`src/rtl/spi_flash_responder.sv`:
```
// SPI (mode 0) serial-flash responder: RDSR (0x05), READ (0x03) and, with
// FLASH_RESP_JEDEC_EN defined, JEDEC ID (0x9F). All SPI inputs are resampled into clk.
module spi_flash_responder #(
  parameter logic [23:0] JEDEC_ID = 24'hEF4016
) (
  input  logic        clk,
  input  logic        rst,
  input  logic        flash_sck,
  input  logic        flash_cs_n,
  input  logic        flash_si,
  output logic        flash_so,
  output logic        flash_so_oe,
  input  logic [7:0]  status,
  output logic [23:0] mem_addr,
  output logic        mem_rd,
  input  logic [7:0]  mem_data,
  output logic        cmd_error,
  output logic [2:0]  dbg_state
);

`ifdef FLASH_RESP_JEDEC_EN
  localparam bit JEDEC_EN = 1'b1;
`else
  localparam bit JEDEC_EN = 1'b0;
`endif

  localparam logic [2:0] S_IDLE   = 3'd0;
  localparam logic [2:0] S_CMD    = 3'd1;
  localparam logic [2:0] S_ADDR   = 3'd2;
  localparam logic [2:0] S_DATA   = 3'd3;
  localparam logic [2:0] S_IGNORE = 3'd4;

  localparam logic [1:0] M_STATUS = 2'd0;
  localparam logic [1:0] M_READ   = 2'd1;
  localparam logic [1:0] M_ID     = 2'd2;

  logic        sck_s1, sck_s2, sck_d;
  logic        cs_s1, cs_s2, cs_d;
  logic        si_s1, si_s2;
  logic [1:0]  prime_cnt;
  logic        sync_ok;
  logic        sck_rise, sck_fall, cs_fall, cs_rise;

  logic [2:0]  state;
  logic [1:0]  mode;
  logic [4:0]  bit_cnt;
  logic [22:0] shift_in;
  logic [23:0] rx_word;
  logic [7:0]  tx_shift;
  logic [1:0]  id_idx;
  logic [7:0]  id_byte;
  logic        rd_pend;

  // prime_cnt holds off chip-select edge detection until the synchronizer
  // carries real samples, so a cs_n held low through reset is not seen as a fall.
  always_ff @(posedge clk or posedge rst) begin
    if (rst) begin
      sck_s1    <= 1'b0;
      sck_s2    <= 1'b0;
      sck_d     <= 1'b0;
      cs_s1     <= 1'b1;
      cs_s2     <= 1'b1;
      cs_d      <= 1'b1;
      si_s1     <= 1'b0;
      si_s2     <= 1'b0;
      prime_cnt <= 2'd0;
    end else begin
      sck_s1    <= flash_sck;
      sck_s2    <= sck_s1;
      sck_d     <= sck_s2;
      cs_s1     <= flash_cs_n;
      cs_s2     <= cs_s1;
      cs_d      <= cs_s2;
      si_s1     <= flash_si;
      si_s2     <= si_s1;
      prime_cnt <= (prime_cnt == 2'd3) ? prime_cnt : prime_cnt + 2'd1;
    end
  end

  assign sync_ok   = (prime_cnt == 2'd3);
  assign sck_rise  = sck_s2 & ~sck_d & ~cs_s2;
  assign sck_fall  = ~sck_s2 & sck_d & ~cs_s2;
  assign cs_fall   = sync_ok & cs_d & ~cs_s2;
  assign cs_rise   = cs_s2 & ~cs_d;
  assign rx_word   = {shift_in, si_s2};
  assign dbg_state = state;

  always_comb begin
    id_byte = JEDEC_ID[7:0];
    case (id_idx)
      2'd0:    id_byte = JEDEC_ID[23:16];
      2'd1:    id_byte = JEDEC_ID[15:8];
      default: id_byte = JEDEC_ID[7:0];
    endcase
  end

  // Each response byte is loaded into tx_shift on the 8th rising edge of the
  // previous byte; falling edges then shift it out MSB first.
  always_ff @(posedge clk or posedge rst) begin
    if (rst) begin
      state       <= S_IDLE;
      mode        <= M_STATUS;
      bit_cnt     <= 5'd0;
      shift_in    <= 23'd0;
      tx_shift    <= 8'd0;
      id_idx      <= 2'd0;
      rd_pend     <= 1'b0;
      flash_so    <= 1'b0;
      flash_so_oe <= 1'b0;
      mem_addr    <= 24'd0;
      mem_rd      <= 1'b0;
      cmd_error   <= 1'b0;
    end else begin
      mem_rd    <= 1'b0;
      cmd_error <= 1'b0;
      rd_pend   <= mem_rd;
      if (rd_pend) tx_shift <= mem_data;
      if (cs_rise) begin
        state       <= S_IDLE;
        bit_cnt     <= 5'd0;
        shift_in    <= 23'd0;
        tx_shift    <= 8'd0;
        flash_so    <= 1'b0;
        flash_so_oe <= 1'b0;
      end else begin
        case (state)
          S_IDLE: begin
            if (cs_fall) begin
              state    <= S_CMD;
              bit_cnt  <= 5'd0;
              shift_in <= 23'd0;
            end
          end
          S_CMD: begin
            if (sck_rise) begin
              shift_in <= rx_word[22:0];
              if (bit_cnt == 5'd7) begin
                bit_cnt <= 5'd0;
                case (rx_word[7:0])
                  8'h05: begin
                    state    <= S_DATA;
                    mode     <= M_STATUS;
                    tx_shift <= status;
                  end
                  8'h03: begin
                    state <= S_ADDR;
                    mode  <= M_READ;
                  end
                  8'h9F: begin
                    if (JEDEC_EN) begin
                      state    <= S_DATA;
                      mode     <= M_ID;
                      tx_shift <= JEDEC_ID[23:16];
                      id_idx   <= 2'd1;
                    end else begin
                      state     <= S_IGNORE;
                      cmd_error <= 1'b1;
                    end
                  end
                  default: begin
                    state     <= S_IGNORE;
                    cmd_error <= 1'b1;
                  end
                endcase
              end else begin
                bit_cnt <= bit_cnt + 5'd1;
              end
            end
          end
          S_ADDR: begin
            if (sck_rise) begin
              shift_in <= rx_word[22:0];
              if (bit_cnt == 5'd23) begin
                bit_cnt  <= 5'd0;
                mem_addr <= rx_word;
                mem_rd   <= 1'b1;
                state    <= S_DATA;
              end else begin
                bit_cnt <= bit_cnt + 5'd1;
              end
            end
          end
          S_DATA: begin
            if (sck_rise) begin
              if (bit_cnt == 5'd7) begin
                bit_cnt <= 5'd0;
                case (mode)
                  M_STATUS: tx_shift <= status;
                  M_READ: begin
                    mem_addr <= mem_addr + 24'd1;
                    mem_rd   <= 1'b1;
                  end
                  default: begin
                    tx_shift <= id_byte;
                    id_idx   <= (id_idx == 2'd2) ? 2'd0 : id_idx + 2'd1;
                  end
                endcase
              end else begin
                bit_cnt <= bit_cnt + 5'd1;
              end
            end else if (sck_fall) begin
              flash_so    <= tx_shift[7];
              flash_so_oe <= 1'b1;
              tx_shift    <= {tx_shift[6:0], 1'b0};
            end
          end
          S_IGNORE: begin
            flash_so    <= 1'b0;
            flash_so_oe <= 1'b0;
          end
          default: state <= S_IDLE;
        endcase
      end
    end
  end

endmodule

```
`config.mk`:
```
export PLATFORM = sky130hd
export DESIGN_NAME = spi_flash_responder
export DESIGN_NICKNAME = d
export VERILOG_FILES = /design/src/rtl/spi_flash_responder.sv
export SDC_FILE = /design/constraint.sdc
export NUM_CORES = 1
export LEC_CHECK = 0
export ABC_AREA = 1
export CAP_MARGIN = 30
export CORE_AREA = 3 3 96 98
export DETAILED_ROUTE_END_ITERATION = 8
export DIE_AREA = 0 0 99 101
export GPL_TIMING_DRIVEN = 0
export PLACE_DENSITY = 0.77
export SETUP_SLACK_MARGIN = 0.1
export SYNTH_ARGS = -nofsm -noshare
export SYNTH_HDL_FRONTEND = slang
export SYNTH_SLANG_ARGS = --single-unit
```
`constraint.sdc`:
```
create_clock -name clk -period 3.4 [get_ports clk]
set_input_delay 0.68 -clock clk [delete_from_list [all_inputs] [get_ports clk]]
set_output_delay 0.68 -clock clk [all_outputs]
set_load 0.01 [all_outputs]
```
==> out/qor.csv <==
metric;value;unit
outcome;finished, final reports clean;
Final period util;0.614;
area grow syn2layout;19.4;%
latest clock arrival within the worst-skew pair;0.37;ns
num rows;34;
CTS sink cnt;79;
Worst Hold Slack;0.347;ns
pre-CTS setup slack;1.45;ns
CORE AREA;8550;µm²
post-synth top area cell;dfrtp_1;
VDD IR max;0.337;mV
remaining routing DRC violations;0;
clock tree buffer depth;2;
CTS clock-pin slew for the worst setup and hold paths;0.09;ns
first-pass detailed-route iteration total;6;
CP Capture Type;output port;
grt ovf;0;
post-CTS resize count;0;
CTS tree;built;
io pins;52;
top cell type's share of synthesized area;0.411;
total CTS buffers;9;
Post-synth EDFFs;0;
WP data required;2.72;ns
CP peak stage delay;0.58;ns
CTS H-tree lvls;3;
number of port buffers;51;
Post-CTS Hold Buffers;0;
Setup crit start kind;flop;
routed wire length per instance;15.3;µm
Worst Path Buf+Inv;1;
Yosys warning count;0;
die area;10000;µm²
FMAX;479;MHz
dominant cells by area after synthesis;dfrtp_1 (41%), nand2_1 (16%), nand3_1 (6.9%), inv_1 (5.6%), o21ai_0 (4.2%);
Initial Util;0.541;
Crit-path slowest cell;clkdlybuf4s50_1;
Seq/Total Area, Yosys;0.428;
Mapped Nets;658;
area occupied by multi-input gates;2230;µm²
most frequent cell after synthesis;nand2_1;
Via density;5.70;
Slew Limit Headroom;0.659;
reg2reg end;dbg_state[1];
Max Transition Viols Final;0;
Power Density;467;nW/µm²
cell count after synthesis;634;
HP Class;flop to flop;
Mean Syn Cell Area;7.30;µm²
worst setup margin;1.31;ns
die width;99;µm
post-synthesis async set-or-reset flop share;1.00;
Reg area;1980;µm²
CP Class;flop to output port;
initial antenna violation count;0;
setup violators final;0;
top cells by count, synth;nand2_1 (196), dfrtp_1 (76), inv_1 (69);
worst r2r src;bit_cnt[0];
RD Place Congestion;0.945;
slew at the pin closest to its max-slew limit;0.506;ns
hold path depth;0;
Hold Vio Cnt, Final;0;
Netlist cell types;36;
Synth Cell Area;4630;µm²
first-pass GRT wire length;20500;µm
Worst EP arrival;1.41;ns
Root Driver;clkbuf_8;
vias in the first global route;4310;
Reg2Reg Setup Slack;1.47;ns
Post-CTS Setup Inserts;0;
Max Cap Viol;0;
Worst Hold Launch;si_s1;
Fillers;748;
final net count;721;
Initial DRC Count;304;
Ant. Diodes;0;
RSZ-0062 raised after global routing;no;
DR vias;4615;
Detail Placement HPWL;9060;µm
clock skew;0.0117;ns
largest net degree at the start of global routing;55;
worst-path cell chain;clkdlybuf4s50_1;
crit path time final;2.09;ns
Synth Flop Type;dfrtp_1;
Hold Path Sink;si_s2;
share of cells above drive strength 1;0.0912;
die height;101;µm
delay-heaviest family, CP;buffers and inverters;
ANT nets after route;0;
WL final;12400;µm
static leakage;2.43;nW
#FFs+latches synth;79;
Total Routing Usage GR;0.258;
crit-path max FO;6;
worst reg2reg path depth;8;
[power by group]
part           leakage [nW]  internal [W]  total [W]  switching [W]
sequential             1.06      0.000995    0.00104      0.0000456
combinational          1.25      0.000235   0.000733       0.000498
clock                 0.110      0.000434   0.000804       0.000370
total                  2.43       0.00166    0.00258       0.000913
[placed cells by master, fill, tap and decap left out, drive strengths merged]
cell | netlist | final
a21oi | 21 | 21
a22o | 1 | 1
a22oi | 1 | 1
buf | 15 | 16
bufinv | 0 | 2
clkbuf | 6 | 17
clkdlybuf4s50 | 0 | 51
clkinv | 1 | 3
clkinvlp | 0 | 1
dfrtp | 76 | 76
dfstp | 3 | 3
ha | 3 | 3
inv | 78 | 78
mux2 | 1 | 1
nand2 | 198 | 198
nand3 | 66 | 66
nand3b | 3 | 3
nand4 | 9 | 9
nor2 | 58 | 58
nor3 | 12 | 12
nor3b | 1 | 1
o211ai | 5 | 5
o21ai | 48 | 48
o22ai | 1 | 1
o31ai | 1 | 1
o32ai | 20 | 20
xnor2 | 1 | 1
xor2 | 5 | 5
[worst max path at each step]
stage	start	endpoint	slack [ns]	cells after the start
after global placement	rst	bit_cnt[3]	-0.60	2
after floorplan	rst	bit_cnt[0]	0.70	1
after CTS	mem_addr[15]	mem_addr[15]	1.30	1
final	mem_addr[15]	mem_addr[15]	1.31	1
after global routing	mem_addr[7]	mem_addr[7]	1.24	1
after detailed placement	mem_data[3]	tx_shift[3]	1.45	11
[per-layer routing]
metal,part of all wire,GRT usage
met2,0.50,0.448
met3,0.065,0.0519
met5,0,0
met1,0.41,0.317
met4,0.029,0.0998
[state kept, by name (all words and copies together), names as in the netlist]
name         cells
shift_in        23
cs_s1            1
flash_so         1
si_s2            1
mem_rd           1
cmd_error        1
flash_so_oe      1
sck_s2           1
rd_pend          1
sck_s1           1
dbg_state        3
bit_cnt          5
cs_d             1
si_s1            1
tx_shift         8
sck_d            1
prime_cnt        2
mem_addr        24
cs_s2            1
mode             1
[cell type report]
| cell class | instances | share of cell area |
|---|---|---|
| well taps | 108 | 0.0245 |
| repair buffers | 52 | 0.0974 |
| inverters | 79 | 0.0541 |
| multi-input cells | 455 | 0.404 |
| plain buffers | 21 | 0.0213 |
| flip-flops and latches | 79 | 0.359 |
| clock inverters | 5 | 0.0147 |
| clock buffers | 11 | 0.0256 |
[cell families (layout without fill, tap and decap cells)]
group	Yosys count	after routing	share of synthesized area
buffers and inverters	100	168	0.0895
adders and majority gates	3	3	0.00812
muxes	1	1	0.00243
xor gates and xnor gates	6	6	0.0114
and+or+nand+nor	347	347	0.331
AOI/OAI and AO/OA	98	98	0.130
DFF	79	79	0.428
[per-stage QoR]
stage | TNS (ns) | util | cells | power [W] | instance area, µm²
after global routing | 0 | 0.646 | 810 | 0.00271 | 5520
final | 0 | 0.646 | 810 | 0.00258 | 5520
after global placement | -45.33 | 0.616 | 793 | 0.00175 | 5270
after floorplan | 0 | - | 634 | 0.00156 | 4630
after CTS | 0 | 0.646 | 810 | 0.00258 | 5520
after detailed placement | 0 | 0.620 | 794 | 0.00177 | 5300
(Power assumes the default switching activity.)
==> variant 1, RTL diff (same settings) <==
Set the localparam `JEDEC_EN` to 1'b1 (it was 1'b0).
--- a/src/rtl/spi_flash_responder.sv
+++ b/src/rtl/spi_flash_responder.sv
@@ -22,5 +22,5 @@
   localparam bit JEDEC_EN = 1'b1;
 `else
-  localparam bit JEDEC_EN = 1'b0;
+  localparam bit JEDEC_EN = 1'b1;
 `endif
 
Function: no difference found for any inputs over 10 cycles, from zero or initial values and one cycle with rst high; that may be too few to reach the edited logic, so the function may still have changed.
==> variant 1 against the unedited design <==
Clock power fell by 4.7%. Die area is the same. Final area grew 9.6%. Worst setup slack lost 0.088 ns. Sequential share of layout area shrank 1.9 points. Routed wire length increased by 17%. Worst hold slack better by 0.0083 ns. Maximum frequency is 4.0% lower. Via count grew 15%. Non-clock buffer count increased by 3. Power up 7.5%. Synthesized area increased by 12%. Critical path type unchanged. Global-route usage up 3.6 points. Sequential cell count rose by 3.
==> variant 1: results (changes against the unedited design) <==
max incr delay on CP -> 0.61 ns (was 0.58 ns)
CP Max Fanout -> 7 (was 6)
relative slew slack -> 54.0% (was 65.9%)
skew final -> 0.0195 ns (was 0.0117 ns)
WP data arrival -> 1.50 ns (was 1.41 ns)
DP Area -> 5840 µm² (was 5300 µm²)
outcome -> complete, no violations (unchanged)
pre-CTS setup slack -> 1.41 ns (was 1.45 ns)
Post-Syn Nets -> 795 (was 658)
CTS Buffer Depth -> 2 (unchanged)
critical path's top delay family -> buffers and inverters (unchanged)
gr usage total -> 29.4% (was 25.8%)
number of global-route vias before repair -> 4816 (was 4310)
worst setup margin -> 1.22 ns (was 1.31 ns)
most instantiated cells after synthesis -> 235 x nand2_1, 103 x inv_1, 83 x nor2_1, 79 x dfrtp_1, 75 x nand3_1 (was 196 x nand2_1, 76 x dfrtp_1, 69 x inv_1, 64 x nand3_1, 49 x nor2_1)
Via density -> 5.62 (was 5.70)
share of the synthesized area in the top cell type -> 38.2% (was 41.1%)
first-pass GRT wire length -> 23.5 mm (was 20.5 mm)
nets@finish -> 858 (was 721)
share of cells above drive strength 1 -> 7.87% (was 9.12%)
GP Congestion -> 0.946 (was 0.945)
Fillers -> 711 (was 748)
initial antenna violation count -> 0 (unchanged)
Lkg Pwr -> 2.92 nW (was 2.43 nW)
Netlist cell types -> 32 (was 36)
initial DRC count -> 466 (was 304)
peak supply drop -> 0.000306 V (was 0.000337 V)
reg2reg setup slack -> 1.34 ns (was 1.47 ns)
largest net degree at the start of global routing -> 50 (was 55)
DRT Wirelength -> 14.5 mm (was 12.4 mm)
register area share after synthesis -> 39.8% (was 42.8%)
clock latency on the worst-skew pair -> 0.37 ns (about the same)
synth top area cells -> dfrtp_1 38%, nand2_1 17%, inv_1 7.5% (was dfrtp_1 41%, nand2_1 16%, nand3_1 6.9%)
Psw -> 1.05 mW (was 0.913 mW)
hpwl dp -> 10.7 mm (was 9.06 mm)
-- variant 1: path summary, 6_finish.rpt --
| kind | start | cells after the start | endpoint |
|---|---|---|---|
| min | si_s1 | 0 | si_s2 |
| max reg2reg | sck_s2 | 7 | flash_so |
| max in group asynchronous | rst | 3 | id_idx[0] |
| min reg2reg | si_s1 | 0 | si_s2 |
| min in group asynchronous | rst | 2 | shift_in[14] |
| max | dbg_state[1] | 1 | dbg_state[1] |
-- variant 1: kinds of logic after synthesis --
group	after synthesis	synth area share (%)
flip-flops	82	39.8
AND/OR/NAND/NOR	428	35.4
buffers and inverters	136	10.6
multiplexers	1	0.218
adder cells (fa/ha/maj)	3	0.726
XOR/XNOR	3	0.508
AO/OA/AOI/OAI	118	12.8
-- variant 1: routing by layer --
layer / vias to the layer above / wire, µm / track usage [%]
met5: - / 0 / 0
met2: 245 / 6530 / 44.7
met3: 21 / 1350 / 5.61
met1: 2460 / 6430 / 42.8
li1: 2593 / - / -
met4: 0 / 188 / 8.72
-- variant 1: metrics by stage --
stage / instances / setup TNS (ns) / power (mW) / hold slack, ns / util (%)
3_5_place_dp: 931 / 0 / 2.01 / 0.335 / 68.3
3_3_place_gp: 930 / -56.85 / 1.98 / 0.333 / 68.0
4_1_cts: 947 / 0 / 2.77 / 0.356 / 70.8
6_report: 947 / 0 / 2.77 / 0.355 / 70.8
2_1_floorplan: 771 / 0 / 1.74 / 0.331 / -
5_1_grt: 947 / 0 / 2.93 / 0.364 / 70.8
-- variant 1: area by class of cell --
class / count / area (µm²) / share of cell area, %
timing repair buffer: 52 / 538 / 8.89
multi-input combinational: 553 / 2560 / 42.4
clock inverter: 7 / 83.8 / 1.39
clock buffer: 9 / 124 / 2.05
sequential: 82 / 2060 / 34.0
inverter: 112 / 423 / 6.99
tap: 108 / 135 / 2.23
buffer: 24 / 128 / 2.11
-- variant 1: power groups by stage --
stage               logic, mW  clock network (mW)  registers [mW]
detailed placement      0.854                   0            1.16
global placement        0.825                   0            1.15
floorplan               0.581                   0            1.15
finish                  0.867               0.766            1.14
CTS                     0.860               0.769            1.14
global route            0.968               0.811            1.15
==> variant 2, RTL diff (config.mk and constraints unchanged) <==
Without the edit above. Make the reset (`rst`) synchronous in 2 clocked blocks.
--- a/src/rtl/spi_flash_responder.sv
+++ b/src/rtl/spi_flash_responder.sv
@@ -54,5 +54,5 @@
   // prime_cnt holds off chip-select edge detection until the synchronizer
   // carries real samples, so a cs_n held low through reset is not seen as a fall.
-  always_ff @(posedge clk or posedge rst) begin
+  always_ff @(posedge clk) begin
     if (rst) begin
       sck_s1    <= 1'b0;
@@ -97,5 +97,5 @@
   // Each response byte is loaded into tx_shift on the 8th rising edge of the
   // previous byte; falling edges then shift it out MSB first.
-  always_ff @(posedge clk or posedge rst) begin
+  always_ff @(posedge clk) begin
     if (rst) begin
       state       <= S_IDLE;
Function: differs if rst is asserted again (counterexample within 10 cycles, from zero or initial values and one cycle with rst high); with rst held inactive, the same outputs for 10 cycles.
==> variant 2 against the unedited design <==
Worst setup slack lost 0.098 ns. Final area is 2.4% higher. Synthesized area is 3.5% higher. Sequential cell count did not move. Highest routed layer unchanged. Register-to-register slack got worse by 0.26 ns. Via count up 14%. Routed wire length rose by 12%. Critical path depth up 9. Critical path type is now register to register. Maximum frequency decreased by 4.5%.
Power is not compared: it rests on default switching activity, and its combinational part moved more than twofold at a synthesized area within 25%.
==> variant 2: results (changes against the unedited design) <==
FF-to-FF End -> tx_shift[5] (was dbg_state[1])
register area share after synthesis -> 33.0% (was 42.8%)
# port buffers -> 50 (was 51)
outcome -> complete, no violations (unchanged)
worst min-delay path endpoint -> sck_s2 (was si_s2)
WP data arrival -> 2.42 ns (was 1.41 ns)
Netlist cell types -> 36 (unchanged)
min-delay src -> sck_s1 (was si_s1)
total number of vias -> 5280 (was 4615)
max incr delay on CP -> 0.39 ns (was 0.58 ns)
crit path capture type -> register (was output pin)
most instantiated cells after synthesis -> 249 x nand2_1, 109 x nor2_1, 79 x dfxtp_1, 74 x inv_1 (was 196 x nand2_1, 76 x dfrtp_1, 69 x inv_1, 64 x nand3_1, 49 x nor2_1)
CTS Buffer Depth -> 2 (unchanged)
CP startpoint -> bit_cnt[0] (was mem_addr[15])
synth top area cells -> dfxtp_1 33%, nand2_1 20%, nor2_1 8.5% (was dfrtp_1 41%, nand2_1 16%, nand3_1 6.9%)
R2R cell count -> 10 (was 8)
slowest CP cell -> dfxtp_1 (was clkdlybuf4s50_1)
Worst-path clk slew -> 0.10 ns
Top Registers -> mem_addr x24, shift_in x23, tx_shift x8 (unchanged)
clock latency on the worst-skew pair -> 0.36 ns
WL/cell -> 14.5 µm (was 15.3 µm)
Worst Tran Pin Value -> 0.652 ns (was 0.506 ns)
skew final -> 0.0106 ns (was 0.0117 ns)
H-Tree Depth -> 3 (unchanged)
reg2reg setup slack -> 1.21 ns (was 1.47 ns)
share of cells above drive strength 1 -> 8.50% (was 9.12%)
setup bufs post-CTS -> 0 (unchanged)
Final Hold Slack -> 0.408 ns (was 0.347 ns)
Fillers -> 780 (was 748)
post-cts gate resize count -> 0 (unchanged)
nets@finish -> 866 (was 721)
Clk pwr share -> 23.2%
hold path depth -> 2 (was 0)
TritonCTS Buffers -> 9 (unchanged)
number of global-route vias before repair -> 4669 (was 4310)
largest net degree at the start of global routing -> 17 (was 55)
Post-Syn Nets -> 805 (was 658)
Lkg Pwr -> 2.16 nW
Max Clock Freq -> 457 MHz (was 479 MHz)
CP Max Fanout -> 9 (was 6)
DP Area -> 5420 µm² (was 5300 µm²)
hpwl dp -> 10.3 mm (was 9.06 mm)
asr flop ratio synth -> 0% (was 100%)
initial DRC count -> 564 (was 304)
GP Congestion -> 0.958 (was 0.945)
gr usage total -> 27.7% (was 25.8%)
first-pass GRT wire length -> 22.4 mm (was 20.5 mm)
Syn. warnings -> 0 (unchanged)
==> variant 2: cell types whose count changed after synthesis, moves of 9 or more <==
cell and delta:
dfxtp_1 +79, a21oi_1 +32, nand3_1 -11, dfrtp_1 -76, nor2_1 +60, o21ai_1 +9
nand2_1 +53, o32ai_1 -20
==> variant 2: worst max-delay path: cells and delay by family (launching register included) <==
family          cells  cell delay [ns]
simple gates        8             1.42
flops               1             0.39
fa+ha+maj           1             0.19
compound gates      1             0.06
==> variant 2: logic make-up (layout without fill, tap and decap cells) <==
group                      count (synthesis)  count (layout)  share of synthesized area, %
DFF                                       79              79                          33.0
and+or+nand+nor                          449             449                          39.9
buffers and inverters                    109             175                          9.65
AOI/OAI and AO/OA                        139             139                          16.3
adders and majority gates                  3               3                         0.784
xor gates and xnor gates                   2               2                         0.366
==> variant 2: per-layer routing <==
metal	routed length (µm)	GRT usage (%)
met5	0	0
met4	231	9.56
met3	1380	5.54
met2	6210	43.3
met1	6060	38.0
==> variant 2: cell type report <==
cell class | instances | area [µm²] | share of cell area [%]
repair buffers | 50 | 500 | 8.85
flip-flops and latches | 79 | 1580 | 28.0
well taps | 108 | 135 | 2.39
inverters | 79 | 297 | 5.24
plain buffers | 30 | 165 | 2.92
clock buffers | 9 | 124 | 2.19
multi-input cells | 593 | 2740 | 48.5
clock inverters | 7 | 109 | 1.93
==> variant 2: per-stage QoR <==
step / std cells / power, mW
after CTS: 955 / 3.61
after detailed placement: 939 / 2.78
after global routing: 955 / 3.87
final: 955 / 3.61
after floorplan: 781 / 2.41
after global placement: 939 / 2.72
